### src/rtl/sound_cmd_tx.sv
// Main-CPU sound command transmitter: queues command bytes and delivers them one at a
// time as SND strobes into the sound latch, holding off until the Z80 acknowledges.
`timescale 1ns/1ps
module sound_cmd_tx #(
  parameter int DEPTH      = 8,
  parameter int AW         = 3,
  parameter int GAP_CYCLES = 64,
  parameter int TIMEOUT    = 2000000
) (
  input  logic          CLK_32M,
  input  logic          RESET_N,
  input  logic          CMD_WR,
  input  logic [7:0]    CMD_DIN,
  input  logic          FLUSH,
  input  logic          LATCH_ACK,
  input  logic          STATUS_CLR,
  output logic          SND,
  output logic          SND_A0,
  output logic [7:0]    SND_DATA,
  output logic          BUSY,
  output logic          FIFO_EMPTY,
  output logic          FIFO_FULL,
  output logic [AW:0]   LEVEL,
  output logic          OVERFLOW,
  output logic          TIMEOUT_ERR
);

  localparam int TW = (TIMEOUT > 1) ? $clog2(TIMEOUT) : 1;
  localparam int GW = (GAP_CYCLES > 1) ? $clog2(GAP_CYCLES) : 1;
  localparam logic [TW-1:0] TMO_LAST  = TW'(TIMEOUT - 1);
  localparam logic [GW-1:0] GAP_LAST  = GW'(GAP_CYCLES - 1);
  localparam logic [AW:0]   LVL_FULL  = (AW+1)'(DEPTH);

  typedef enum logic [1:0] {
    ST_IDLE,
    ST_ISSUE,
    ST_WAIT_ACK,
    ST_GAP
  } state_t;

  state_t        state_q, state_d;
  logic [7:0]    mem_q [DEPTH];
  logic [AW-1:0] wr_ptr_q, wr_ptr_d;
  logic [AW-1:0] rd_ptr_q, rd_ptr_d;
  logic [AW:0]   level_q, level_d;
  logic [7:0]    data_q, data_d;
  logic          snd_q, snd_d;
  logic          ovf_q, ovf_d;
  logic          terr_q, terr_d;
  logic [TW-1:0] tmo_cnt_q, tmo_cnt_d;
  logic [GW-1:0] gap_cnt_q, gap_cnt_d;

  logic fifo_empty, fifo_full;
  logic pop, push, ovf_set, terr_set;

  assign fifo_empty = (level_q == '0);
  assign fifo_full  = (level_q == LVL_FULL);

  // The head leaves the FIFO on the IDLE->ISSUE transition; a pop frees a slot for a
  // same-cycle write even when full. FLUSH discards a coincident write silently.
  assign pop     = (state_q == ST_IDLE) && !fifo_empty && !FLUSH;
  assign push    = CMD_WR && !FLUSH && (!fifo_full || pop);
  assign ovf_set = CMD_WR && !FLUSH && fifo_full && !pop;

  always_comb begin
    wr_ptr_d = wr_ptr_q;
    rd_ptr_d = rd_ptr_q;
    level_d  = level_q;
    if (FLUSH) begin
      rd_ptr_d = wr_ptr_q;
      level_d  = '0;
    end else begin
      if (push) wr_ptr_d = wr_ptr_q + AW'(1);
      if (pop)  rd_ptr_d = rd_ptr_q + AW'(1);
      case ({push, pop})
        2'b10:   level_d = level_q + (AW+1)'(1);
        2'b01:   level_d = level_q - (AW+1)'(1);
        default: level_d = level_q;
      endcase
    end
  end

  always_ff @(posedge CLK_32M) begin
    if (push) mem_q[wr_ptr_q] <= CMD_DIN;
  end

  always_comb begin
    state_d   = state_q;
    data_d    = data_q;
    tmo_cnt_d = tmo_cnt_q;
    gap_cnt_d = gap_cnt_q;
    terr_set  = 1'b0;
    case (state_q)
      ST_IDLE: begin
        if (pop) begin
          state_d = ST_ISSUE;
          data_d  = mem_q[rd_ptr_q];
        end
      end
      ST_ISSUE: begin
        state_d = LATCH_ACK ? ST_GAP : ST_WAIT_ACK;
      end
      ST_WAIT_ACK: begin
        // Ack beats a timeout landing on the same cycle; a timed-out command is dropped.
        if (LATCH_ACK) begin
          state_d = ST_GAP;
        end else if (tmo_cnt_q == TMO_LAST) begin
          terr_set = 1'b1;
          state_d  = ST_GAP;
        end else begin
          tmo_cnt_d = tmo_cnt_q + TW'(1);
        end
      end
      ST_GAP: begin
        if (gap_cnt_q == GAP_LAST) state_d = ST_IDLE;
        else                       gap_cnt_d = gap_cnt_q + GW'(1);
      end
      default: state_d = ST_IDLE;
    endcase
    if (state_d != state_q) begin
      tmo_cnt_d = '0;
      gap_cnt_d = '0;
    end
  end

  assign snd_d  = (state_d == ST_ISSUE);
  assign ovf_d  = (ovf_q  & ~STATUS_CLR) | ovf_set;
  assign terr_d = (terr_q & ~STATUS_CLR) | terr_set;

  always_ff @(posedge CLK_32M or negedge RESET_N) begin
    if (!RESET_N) begin
      state_q   <= ST_IDLE;
      wr_ptr_q  <= '0;
      rd_ptr_q  <= '0;
      level_q   <= '0;
      data_q    <= 8'h00;
      snd_q     <= 1'b0;
      ovf_q     <= 1'b0;
      terr_q    <= 1'b0;
      tmo_cnt_q <= '0;
      gap_cnt_q <= '0;
    end else begin
      state_q   <= state_d;
      wr_ptr_q  <= wr_ptr_d;
      rd_ptr_q  <= rd_ptr_d;
      level_q   <= level_d;
      data_q    <= data_d;
      snd_q     <= snd_d;
      ovf_q     <= ovf_d;
      terr_q    <= terr_d;
      tmo_cnt_q <= tmo_cnt_d;
      gap_cnt_q <= gap_cnt_d;
    end
  end

  assign SND         = snd_q;
  assign SND_A0      = 1'b0;
  assign SND_DATA    = data_q;
  assign BUSY        = (state_q != ST_IDLE);
  assign FIFO_EMPTY  = fifo_empty;
  assign FIFO_FULL   = fifo_full;
  assign LEVEL       = level_q;
  assign OVERFLOW    = ovf_q;
  assign TIMEOUT_ERR = terr_q;

endmodule

### config.mk
export PLATFORM = sky130hd
export DESIGN_NAME = sound_cmd_tx
export DESIGN_NICKNAME = d
export VERILOG_FILES = /design/src/rtl/sound_cmd_tx.sv
export SDC_FILE = /design/constraint.sdc
export NUM_CORES = 1
export LEC_CHECK = 0
export CORE_MARGIN = 1.5
export CORE_UTILIZATION = 50
export CTS_CLUSTER_DIAMETER = 80
export DETAILED_ROUTE_END_ITERATION = 8
export HOLD_SLACK_MARGIN = 0.15
export PLACE_DENSITY = 0.69
export SYNTH_ARGS = -nofsm -noshare
export SYNTH_HDL_FRONTEND = slang
export SYNTH_SLANG_ARGS = --single-unit
### constraint.sdc
create_clock -name CLK_32M -period 3.47 [get_ports CLK_32M]
set_clock_uncertainty 0.05 [all_clocks]
set_input_delay 0.5205 -clock CLK_32M [delete_from_list [all_inputs] [get_ports CLK_32M]]
set_output_delay 0.5205 -clock CLK_32M [all_outputs]
set_load 0.03 [all_outputs]
# ---- Word-level counts from Yosys, hierarchy flattened
# Memory sizes are Yosys's and may differ from the RTL's. A register that Yosys moved wholly into a read port is not among the register bits.
# Index checks and enable logic that the tools add are counted.
dict set report word_totals {
  ff_bits 42
  mem_bits_rw 64
  out_inout_bits 19
  wordCells 80
  mem_count 1
}
# name words word_bits rd rd_clocked_by_memory_dff wr line
set mem_list {}
lappend mem_list {mem_q 8 8 1 1 1 42} ;# logic [7:0] mem_q [DEPTH];
dict set report op_classes {
  add_sub_neg 6
  eq_ne 13
  muxes 22
  n_bitwise 6
  n_reduce_logical 23
}
# operator n
set op_table {}
lappend op_table {{$mux W21} 4}
lappend op_table {{$add A21 B1 Y21 const B} 1}
lappend op_table {{$eq A21 B21 Y1 const B} 1}
lappend op_table {{$mux W6} 3}
lappend op_table {{$mux W2} 4}
lappend op_table {{$pmux W2 S4} 1}
lappend op_table {{$pmux W4 S2} 1}
lappend op_table {{$reduce_bool A2 Y1} 4}
lappend op_table {{$add A3 B1 Y3 const B} 2}
lappend op_table {{$add A6 B1 Y6 const B} 1}
lappend op_table {{$eq A2 B1 Y1 const B} 3}
lappend op_table {{$eq A2 B2 Y1 const B} 3}
lappend op_table {{$eq A6 B6 Y1 const B} 1}
lappend op_table {{$logic_and A1 B1 Y1} 6}
lappend op_table {{$mux W1} 6}
lappend op_table {{$mux W3} 2}
lappend op_table {{$ne A2 B1 Y1 const B} 3}
lappend op_table {{$reduce_and A2 Y1} 3}
lappend op_table {{$logic_not A1 Y1} 5}
lappend op_table {{$add A4 B1 Y4 const B} 1}
lappend op_table {{$eq A4 B4 Y1 const B} 1}
lappend op_table {{$logic_not A4 Y1} 1}
lappend op_table {{$mux W4} 1}
lappend op_table {{$sub A4 B1 Y4 const B} 1}
lappend op_table {{8 further kinds} 11}

# ---- Longest topological paths before layout
# Gate-level depths: netlist (run 1).
dict set report depth {
  ltp_word 9
  ltp_mapped 14
  ltp_nobuf 11
}

# ---- Worst setup path after synthesis (run 1)
# Ideal clock, no wire load.
dict set report synth_path {
  path_kind {flip-flop to flip-flop}
  from {register level_q[1] (netlist: LEVEL[1])}
  to {register level_q[3] (netlist: LEVEL[3])}
  setup_time_ns 0.131
  t_arrival_ns 3.425
  required_ns 3.289
  path_slack_ns -0.135
  stages_incl_launch_ff 13
  synth_period_minus_slack_ns 3.605
  cell_sequence {dfrtp_1 nor4_1 or3_1 clkbuf_1 inv_1 nand2b_1 inv_1 ha_1 a21o_1 a21oi_1 mux2i_1 xnor2_1 nor2_1}
}
dict set report synth_via {
  elab_chain_len 9
}
# item line
set synth_lines {}
lappend synth_lines {{from (decl)} 45} ;# logic [AW:0] level_q, level_d;
lappend synth_lines {{from (signal assigned)} 146} ;# level_q <= level_d;
lappend synth_lines {{$logic_not A4 Y1 (*)} 56} ;# assign fifo_empty = (level_q == '0);
lappend synth_lines {{named net FIFO_EMPTY} 21} ;# output logic FIFO_EMPTY,
lappend synth_lines {{$logic_not A1 Y1 (*)} 61} ;# assign pop = (state_q == ST_IDLE) && !fifo_empty && !FLUSH;
lappend synth_lines {{$logic_and A1 B1 Y1 (*) (2 in series)} 61}
lappend synth_lines {{$logic_or A1 B1 Y1} 62} ;# assign push = CMD_WR && !FLUSH && (!fifo_full || pop);
lappend synth_lines {{$logic_and A1 B1 Y1} 62}
lappend synth_lines {{$eq A2 B1 Y1 / $eq A2 B2 Y1 (equally long branches)} 75} ;# case ({push, pop})
lappend synth_lines {{$pmux W4 S2} 75}
lappend synth_lines {{$mux W4} 69} ;# if (FLUSH) begin
# Mark *: on every way through the listed nets, which the timed path passes. The rest lies on a longest branch.
# A chain may end at the register's enable or synchronous reset.

# ---- Worst setup path after layout (run 1)
dict set report layout_path {
  from {register level_q[1] (netlist: LEVEL[1])}
  to {output port FIFO_FULL}
}
dict set report layout_via {
  elab_chain_len 1
}
# item line
set layout_lines {}
lappend layout_lines {{$eq A4 B4 Y1} 57} ;# assign fifo_full = (level_q == LVL_FULL);
lappend layout_lines {{to (decl)} 22} ;# output logic FIFO_FULL,
# Every way passes these cells.

==> flow_summary.json, run 1 <==
{
  "synth_area_leaders": "edfxtp_1 (39%), dfrtp_1 (25%), mux4_2 (7.2%), xor2_1 (3.3%), nor2_1 (2.8%)",
  "drc": 0,
  "synth_edf_count": 64,
  "n_antenna_cell": 0,
  "cts_buffers": 17,
  "grt_pass1_vias": 3107,
  "crit_arrival_ns": 2.45,
  "root_buffer": "clkbuf_8",
  "startpoint_type": "flip-flop",
  "h-tree-depth": 4,
  "core_um2": 9730,
  "slew_viol_final": 0,
  "critPathSlowestCell": "or4b_2",
  "run_status": "complete, no violations",
  "design_area_um2": 5980,
  "maxCapViolCount": 0,
  "worstSetupEndpointType": "output pin",
  "drt_wl_total_mm": 9.32,
  "synthArstFlopShare_pct": 43.9,
  "fin_crit_sh_pct": 87.1,
  "timing_worst_setup_path_type": "flip-flop to output pin",
  "syn-instance-count": 359,
  "grt_antenna_before_repair": 0,
  "yosys.area.top_type": "edfxtp_1",
  "crit_required_ns": 2.90,
  "ys.flop_type": "edfxtp_1",
  "clk-insertion-delay-late_ns": 0.52,
  "tightest_slew_ns": 0.832,
  "p_leak_nw": 2.30,
  "p_per_area_nw_per_um2": 665,
  "routedWlPerCell_um": 16.8,
  "dp_hpwl_mm": 6.08,
  "timing.setup.tns_ns": 0,
  "viasPerCell": 5.41,
  "final_nets": 428,
  "period_minus_slack_ns": 3.02,
  "initial_core_util_pct": 51.1,
  "fillers": 799,
  "power_mw": 3.97,
  "synth-seq-cells": 114,
  "syn_avg_cell_area_um2": 13.9,
  "grt_max_degree": 30,
  "drive_gt1_share_pct": 17.1,
  "syn_area_um2": 4970,
  "dieArea_um2": 10600,
  "num_vias": 2992,
  "clk_pin_slew_ns": 0.06,
  "place_area_um2": 5450,
  "place_congestion": 0.787,
  "clock-sinks": 114,
  "fmax_ghz": 0.331,
  "first_pass_iters": 4,
  "grtUsageTotal_pct": 20.3,
  "synth_top_area_share_pct": 38.6,
  "grt_pass1_wl_mm": 15.7,
  "fp.dieW_um": 103,
  "rsz0062_at_grt": "no",
  "max_stage_delay_ns": 0.70,
  "overflow": 0,
  "cts_tree": "yes",
  "ios": 33,
  "drtAntennaViolNets": 0,
  "crit_chain": "or4b_2 -> inv_1 -> clkdlybuf4s50_1",
  "syn_nets": 380,
  "synthTopCellsByCount": "edfxtp_1 (64), dfrtp_1 (50), nor2_1 (37), nand2_1 (26), xor2_1 (19)",
  "yosysMostFrequentCell": "edfxtp_1",
  "vdd_drop_max_mv": 0.405,
  "die_y_um": 103,
  "hold_class": "flip-flop to flip-flop",
  "yosys_warnings": 0,
  "drt_iter0_drc": 80,
  "slew-limit-headroom_pct": 44.5,
  "yosysSeqAreaShare_pct": 63.8,
  "clock_path_buffers": 2,
  "cts_setup_buffers": 0,
  "synthDistinctLibCells": 49,
  "crit_fanout": 5,
  "syn2layout_area_growth_pct": 20.2,
  "cts_hold_buf": 1,
  "port_buffers": 31,
  "hold_viol": 0,
  "row_count": 36,
  "cts_resized": 0,
  "finalSetupViolCount": 0
}
[final cells by class]
cell class / instances / area (um^2) / share of cell area, %
clock inverter: 13 / 88.8 / 1.49
timing repair buffer: 45 / 413 / 6.91
inverter: 9 / 33.8 / 0.565
clock buffer: 19 / 432 / 7.22
multi-input combinational: 220 / 1670 / 28.0
tap: 133 / 166 / 2.78
sequential: 114 / 3170 / 53.1
[critical path, delay by kind of cell (launching register included)]
kind | cells | cell delay [ns]
buffers and inverters | 2 | 0.80
and+or+nand+nor | 1 | 0.70
DFF | 1 | 0.44
[stage by stage]
stage / utilization [%] / setup WS (ns) / hold slack, ns / instances
3_3_place_gp: 56.0 / 0.557 / 0.415 / 520
2_1_floorplan: - / 0.304 / 0.175 / 359
6_report: 61.4 / 0.449 / 0.429 / 553
4_1_cts: 61.4 / 0.428 / 0.433 / 553
3_5_place_dp: 56.0 / 0.455 / 0.420 / 520
5_1_grt: 61.4 / 0.349 / 0.458 / 553
[placed cells by master (no fill, tap or decap), types with 2 or more instances in the layout]
master,synthesis,final
or4_1,3,3
dfrtp_1,50,50
nand3_1,9,9
xor2_1,19,19
mux2i_1,12,12
o211ai_1,5,5
nor3_1,4,4
clkinv_2,0,6
nand2_1,26,26
clkbuf_8,0,2
inv_6,0,2
and3_1,3,3
o31ai_1,2,2
or3_1,5,5
o22ai_1,2,2
nor2_1,37,37
clkinvlp_4,0,2
edfxtp_1,64,64
a21oi_1,10,10
mux4_2,16,16
clkbuf_16,0,16
ha_1,6,6
a31oi_1,2,2
and2_1,3,3
clkdlybuf4s50_1,0,30
inv_1,9,9
nand2b_1,5,5
buf_4,1,13
clkinv_4,0,3
nor2_2,2,2
o21ai_0,14,14
xnor2_1,8,8
nand4_1,6,6
o2111ai_1,2,2
[final timing paths]
check | start | slack, ns | cells after the start | to
worst min register to register | SND_DATA[4] | 0.43 | 2 | SND_DATA[4]
worst max register to register | tmo_cnt_q[9] | 0.62 | 5 | tmo_cnt_q[12]
max in group asynchronous | RESET_N | 2.08 | 3 | gap_cnt_q[2]
worst max-delay path | LEVEL[1] | 0.45 | 3 | FIFO_FULL
worst min-delay path | SND_DATA[4] | 0.43 | 2 | SND_DATA[4]
min in group asynchronous | RESET_N | 0.53 | 2 | gap_cnt_q[5]
[flip-flops by register name, indices dropped and copies added (netlist names), 2 cells and up]
| name | cells |
|---|---|
| SND_DATA | 8 |
| gap_cnt_q | 6 |
| rd_ptr_q | 3 |
| mem_q | 64 |
| tmo_cnt_q | 21 |
| LEVEL | 4 |
| wr_ptr_q | 3 |
| state_q | 2 |
[per-layer routing]
metal	up-vias	part of all wire [%]	global-route usage, %
met4	0	1.2	7.17
met1	1506	44	25.1
met2	54	51	34.7
met3	11	3.6	5.49
li1	1421	-	-
met5	-	0	0
[where the power goes]
part | switching (mW) | internal, mW | total (mW)
Combinational | 0.351 | 0.363 | 0.714
Clock | 0.611 | 0.892 | 1.50
Sequential | 0.164 | 1.59 | 1.76
Total | 1.13 | 2.85 | 3.97
[cell families after synthesis]
group,after synthesis,synth area share (%)
fa+ha+maj,7,1.91
compound gates,42,5.33
flops,114,63.8
mux,29,9.88
buf+inv,25,2.74
simple gates,114,11.5
xor+xnor,27,4.75
other cells,1,0.0754
(Power assumes the default switching activity.)
==> run 2, diff against run 1 <==
--- a/config.mk
+++ b/config.mk
@@ -9,7 +9,7 @@
 export CORE_UTILIZATION = 50
 export CTS_CLUSTER_DIAMETER = 80
 export DETAILED_ROUTE_END_ITERATION = 8
-export HOLD_SLACK_MARGIN = 0.15
+export HOLD_SLACK_MARGIN = 0.1
 export PLACE_DENSITY = 0.69
 export SYNTH_ARGS = -nofsm -noshare
 export SYNTH_HDL_FRONTEND = slang
==> results of run 2 <==
Same layout as run 1: the final DEF is identical, and so are final timing and power.
==> run 3, diff against run 2 <==
==> constraint.sdc (replaced) <==
create_clock -name CLK_32M -period 3.8 [get_ports CLK_32M]
set_clock_uncertainty 0.05 [all_clocks]
set_input_delay 0.57 -clock CLK_32M [delete_from_list [all_inputs] [get_ports CLK_32M]]
set_output_delay 0.57 -clock CLK_32M [all_outputs]
set_load 0.03 [all_outputs]
==> run 3 against run 2 <==
Compared with the run above:
- hold slack got worse by 0.21 ns
- largest cell class unchanged
- global-route usage fell by 1.5 points
- die area did not move
==> flow_summary.json, run 3 (same netlist as run 1, synthesis figures left out) <==
{
  "run_status": "complete, no violations",
  "use_met1_pct": 23.8,
  "period_minus_slack_ns": 3.05,
  "crit_chain": "or4b_2 -> inv_1 -> clkdlybuf4s50_1",
  "power_mw": 3.70,
  "grtUsageTotal_pct": 18.8,
  "worstSetupEndpointType": "output pin",
  "crit_required_ns": 3.18,
  "grt_antenna_before_repair": 0,
  "largest_register_ffs": 64,
  "crit_family": "buffers and inverters",
  "drt_iter0_drc": 103,
  "cts_tree": "yes",
  "drc": 0,
  "clk-insertion-delay-late_ns": 0.51,
  "grt_use_met3_pct": 4.81,
  "reg2reg_from": "LEVEL[1]",
  "core_um2": 9730,
  "place_congestion": 0.788,
  "clock-sinks": 114,
  "grt_pass1_vias": 2892,
  "crit_fanout": 5,
  "ios": 33,
  "num_vias": 2874,
  "initial_core_util_pct": 51.1,
  "max_stage_delay_ns": 0.69,
  "drive_gt1_share_pct": 14.4,
  "drtAntennaViolNets": 0,
  "hold_class": "input port to asynchronous set/reset pin",
  "layout_common_cells": "edfxtp_1 (64), dfrtp_1 (50), nor2_1 (37)",
  "grt_busiest_layer": "met2",
  "die_y_um": 103,
  "cts_setup_buffers": 0,
  "crit_buf_inv": 2,
  "grt_max_degree": 51,
  "fp.dieW_um": 103,
  "vdd_drop_max_mv": 0.536,
  "syn2layout_area_growth_pct": 19.3,
  "dieArea_um2": 10600,
  "row_count": 36,
  "slew_viol_final": 0,
  "maxCapViolCount": 0,
  "routedWlPerCell_um": 16.2,
  "grt_use_met2_pct": 31.1,
  "overflow": 0,
  "p_clk_share_pct": 39.7,
  "p_per_area_nw_per_um2": 624,
  "fin_crit_sh_pct": 80.2,
  "regMostFlops": "mem_q",
  "startpoint_type": "flip-flop",
  "swShare_pct": 26.4,
  "timing_worst_setup_path_type": "flip-flop to output pin",
  "final_nets": 417,
  "port_buffers": 31,
  "first_pass_iters": 4,
  "root_buffer": "clkbuf_8",
  "drt_wl_total_mm": 8.76,
  "critPathSlowestCell": "or4b_2",
  "timing.setup.tns_ns": 0,
  "fin_util_pct": 61.0,
  "clock_path_buffers": 2,
  "viasPerCell": 5.30,
  "cts_resized": 0,
  "p_int_mw": 2.73,
  "rsz0062_at_grt": "no",
  "seq_power_share_pct": 44.3,
  "hold_viol": 0,
  "fmax_ghz": 0.328,
  "n_antenna_cell": 0,
  "rr_worst_depth": 11,
  "dp_hpwl_mm": 5.81,
  "switching_power_uw": 975,
  "p_comb_share_pct": 15.9,
  "path_depth": 3,
  "crit_start": "LEVEL[1]",
  "crit_arrival_ns": 2.43,
  "grt_pass1_wl_mm": 14.3,
  "tightest_slew_ns": 1.11,
  "clk_pin_slew_ns": 0.05,
  "cts_buffers": 17,
  "p_leak_nw": 2.26,
  "h-tree-depth": 4,
  "finalSetupViolCount": 0,
  "cts_hold_buf": 0,
  "slew-limit-headroom_pct": 26.3,
  "final_common_cell": "edfxtp_1"
}
run 3: changes by cell type in the layout (fill, tap and decap cells not counted):
cell           before  now
nor4_2              1    0
clkbuf_1            1    3
clkinvlp_4          2    3
clkbuf_16          16   17
nor4_1              1    2
inv_6               2    0
clkinv_4            3    1
buf_4              13    3
clkbuf_8            2    4
bufinv_16           0    1
dlygate4sd3_1       1    0
clkinv_2            6    3
run 3: layout make-up:
type	instances	area (um^2)
tap	133	166
inverter	9	33.8
clock inverter	8	76.3
multi-input combinational	220	1670
clock buffer	24	492
fill	783	3790
timing repair buffer	34	328
sequential	114	3170
run 3: per-stage QoR:
| stage | cell area, um^2 | worst slack, ns | hold slack (ns) | instances |
|---|---|---|---|---|
| final | 5930 | 0.752 | 0.223 | 542 |
| after global routing | 5930 | 0.648 | 0.317 | 542 |
| after CTS | 5930 | 0.729 | 0.253 | 542 |
| after detailed placement | 5370 | 0.636 | 0.423 | 510 |
| after global placement | 5370 | 0.706 | 0.415 | 510 |
| after floorplan | 4970 | 0.195 | 0.224 | 359 |
run 3: power groups by stage:
stage / clock network, mW / registers [mW] / logic [mW]
detailed placement: 0 / 1.67 / 0.596
global placement: 0 / 1.66 / 0.580
CTS: 1.51 / 1.65 / 0.599
global route: 1.57 / 1.67 / 0.655
finish: 1.47 / 1.64 / 0.590
floorplan: 0 / 1.59 / 0.488
run 3: per-layer routing:
layer	vias to the layer above	wire length [um]	share of wire (%)
met4	0	143	1.6
li1	1396	-	-
met1	1417	3970	45
met5	-	0	0
met2	50	4360	50
met3	11	291	3.3
run 3: worst register-to-register path, cell delays in order, from the launching register on:
cell and delay (ns):
dfrtp_1 0.42, nor4_1 0.68, or3_1 0.22, inv_1 0.09, nand2b_1 0.12, inv_1 0.07
ha_1 0.27, a21o_1 0.18, a21oi_1 0.16, mux2i_1 0.23, xnor2_1 0.14, nor2_1 0.05
run 3: worst paths after layout:
kind / to / slack (ns)
setup / recovery: FIFO_FULL / 0.75
hold reg to reg: SND_DATA[3] / 0.43
max in group asynchronous: tmo_cnt_q[15] / 2.80
min in group CLK_32M: SND_DATA[3] / 0.43
hold / removal: gap_cnt_q[0] / 0.22
setup reg to reg: LEVEL[3] / 1.00
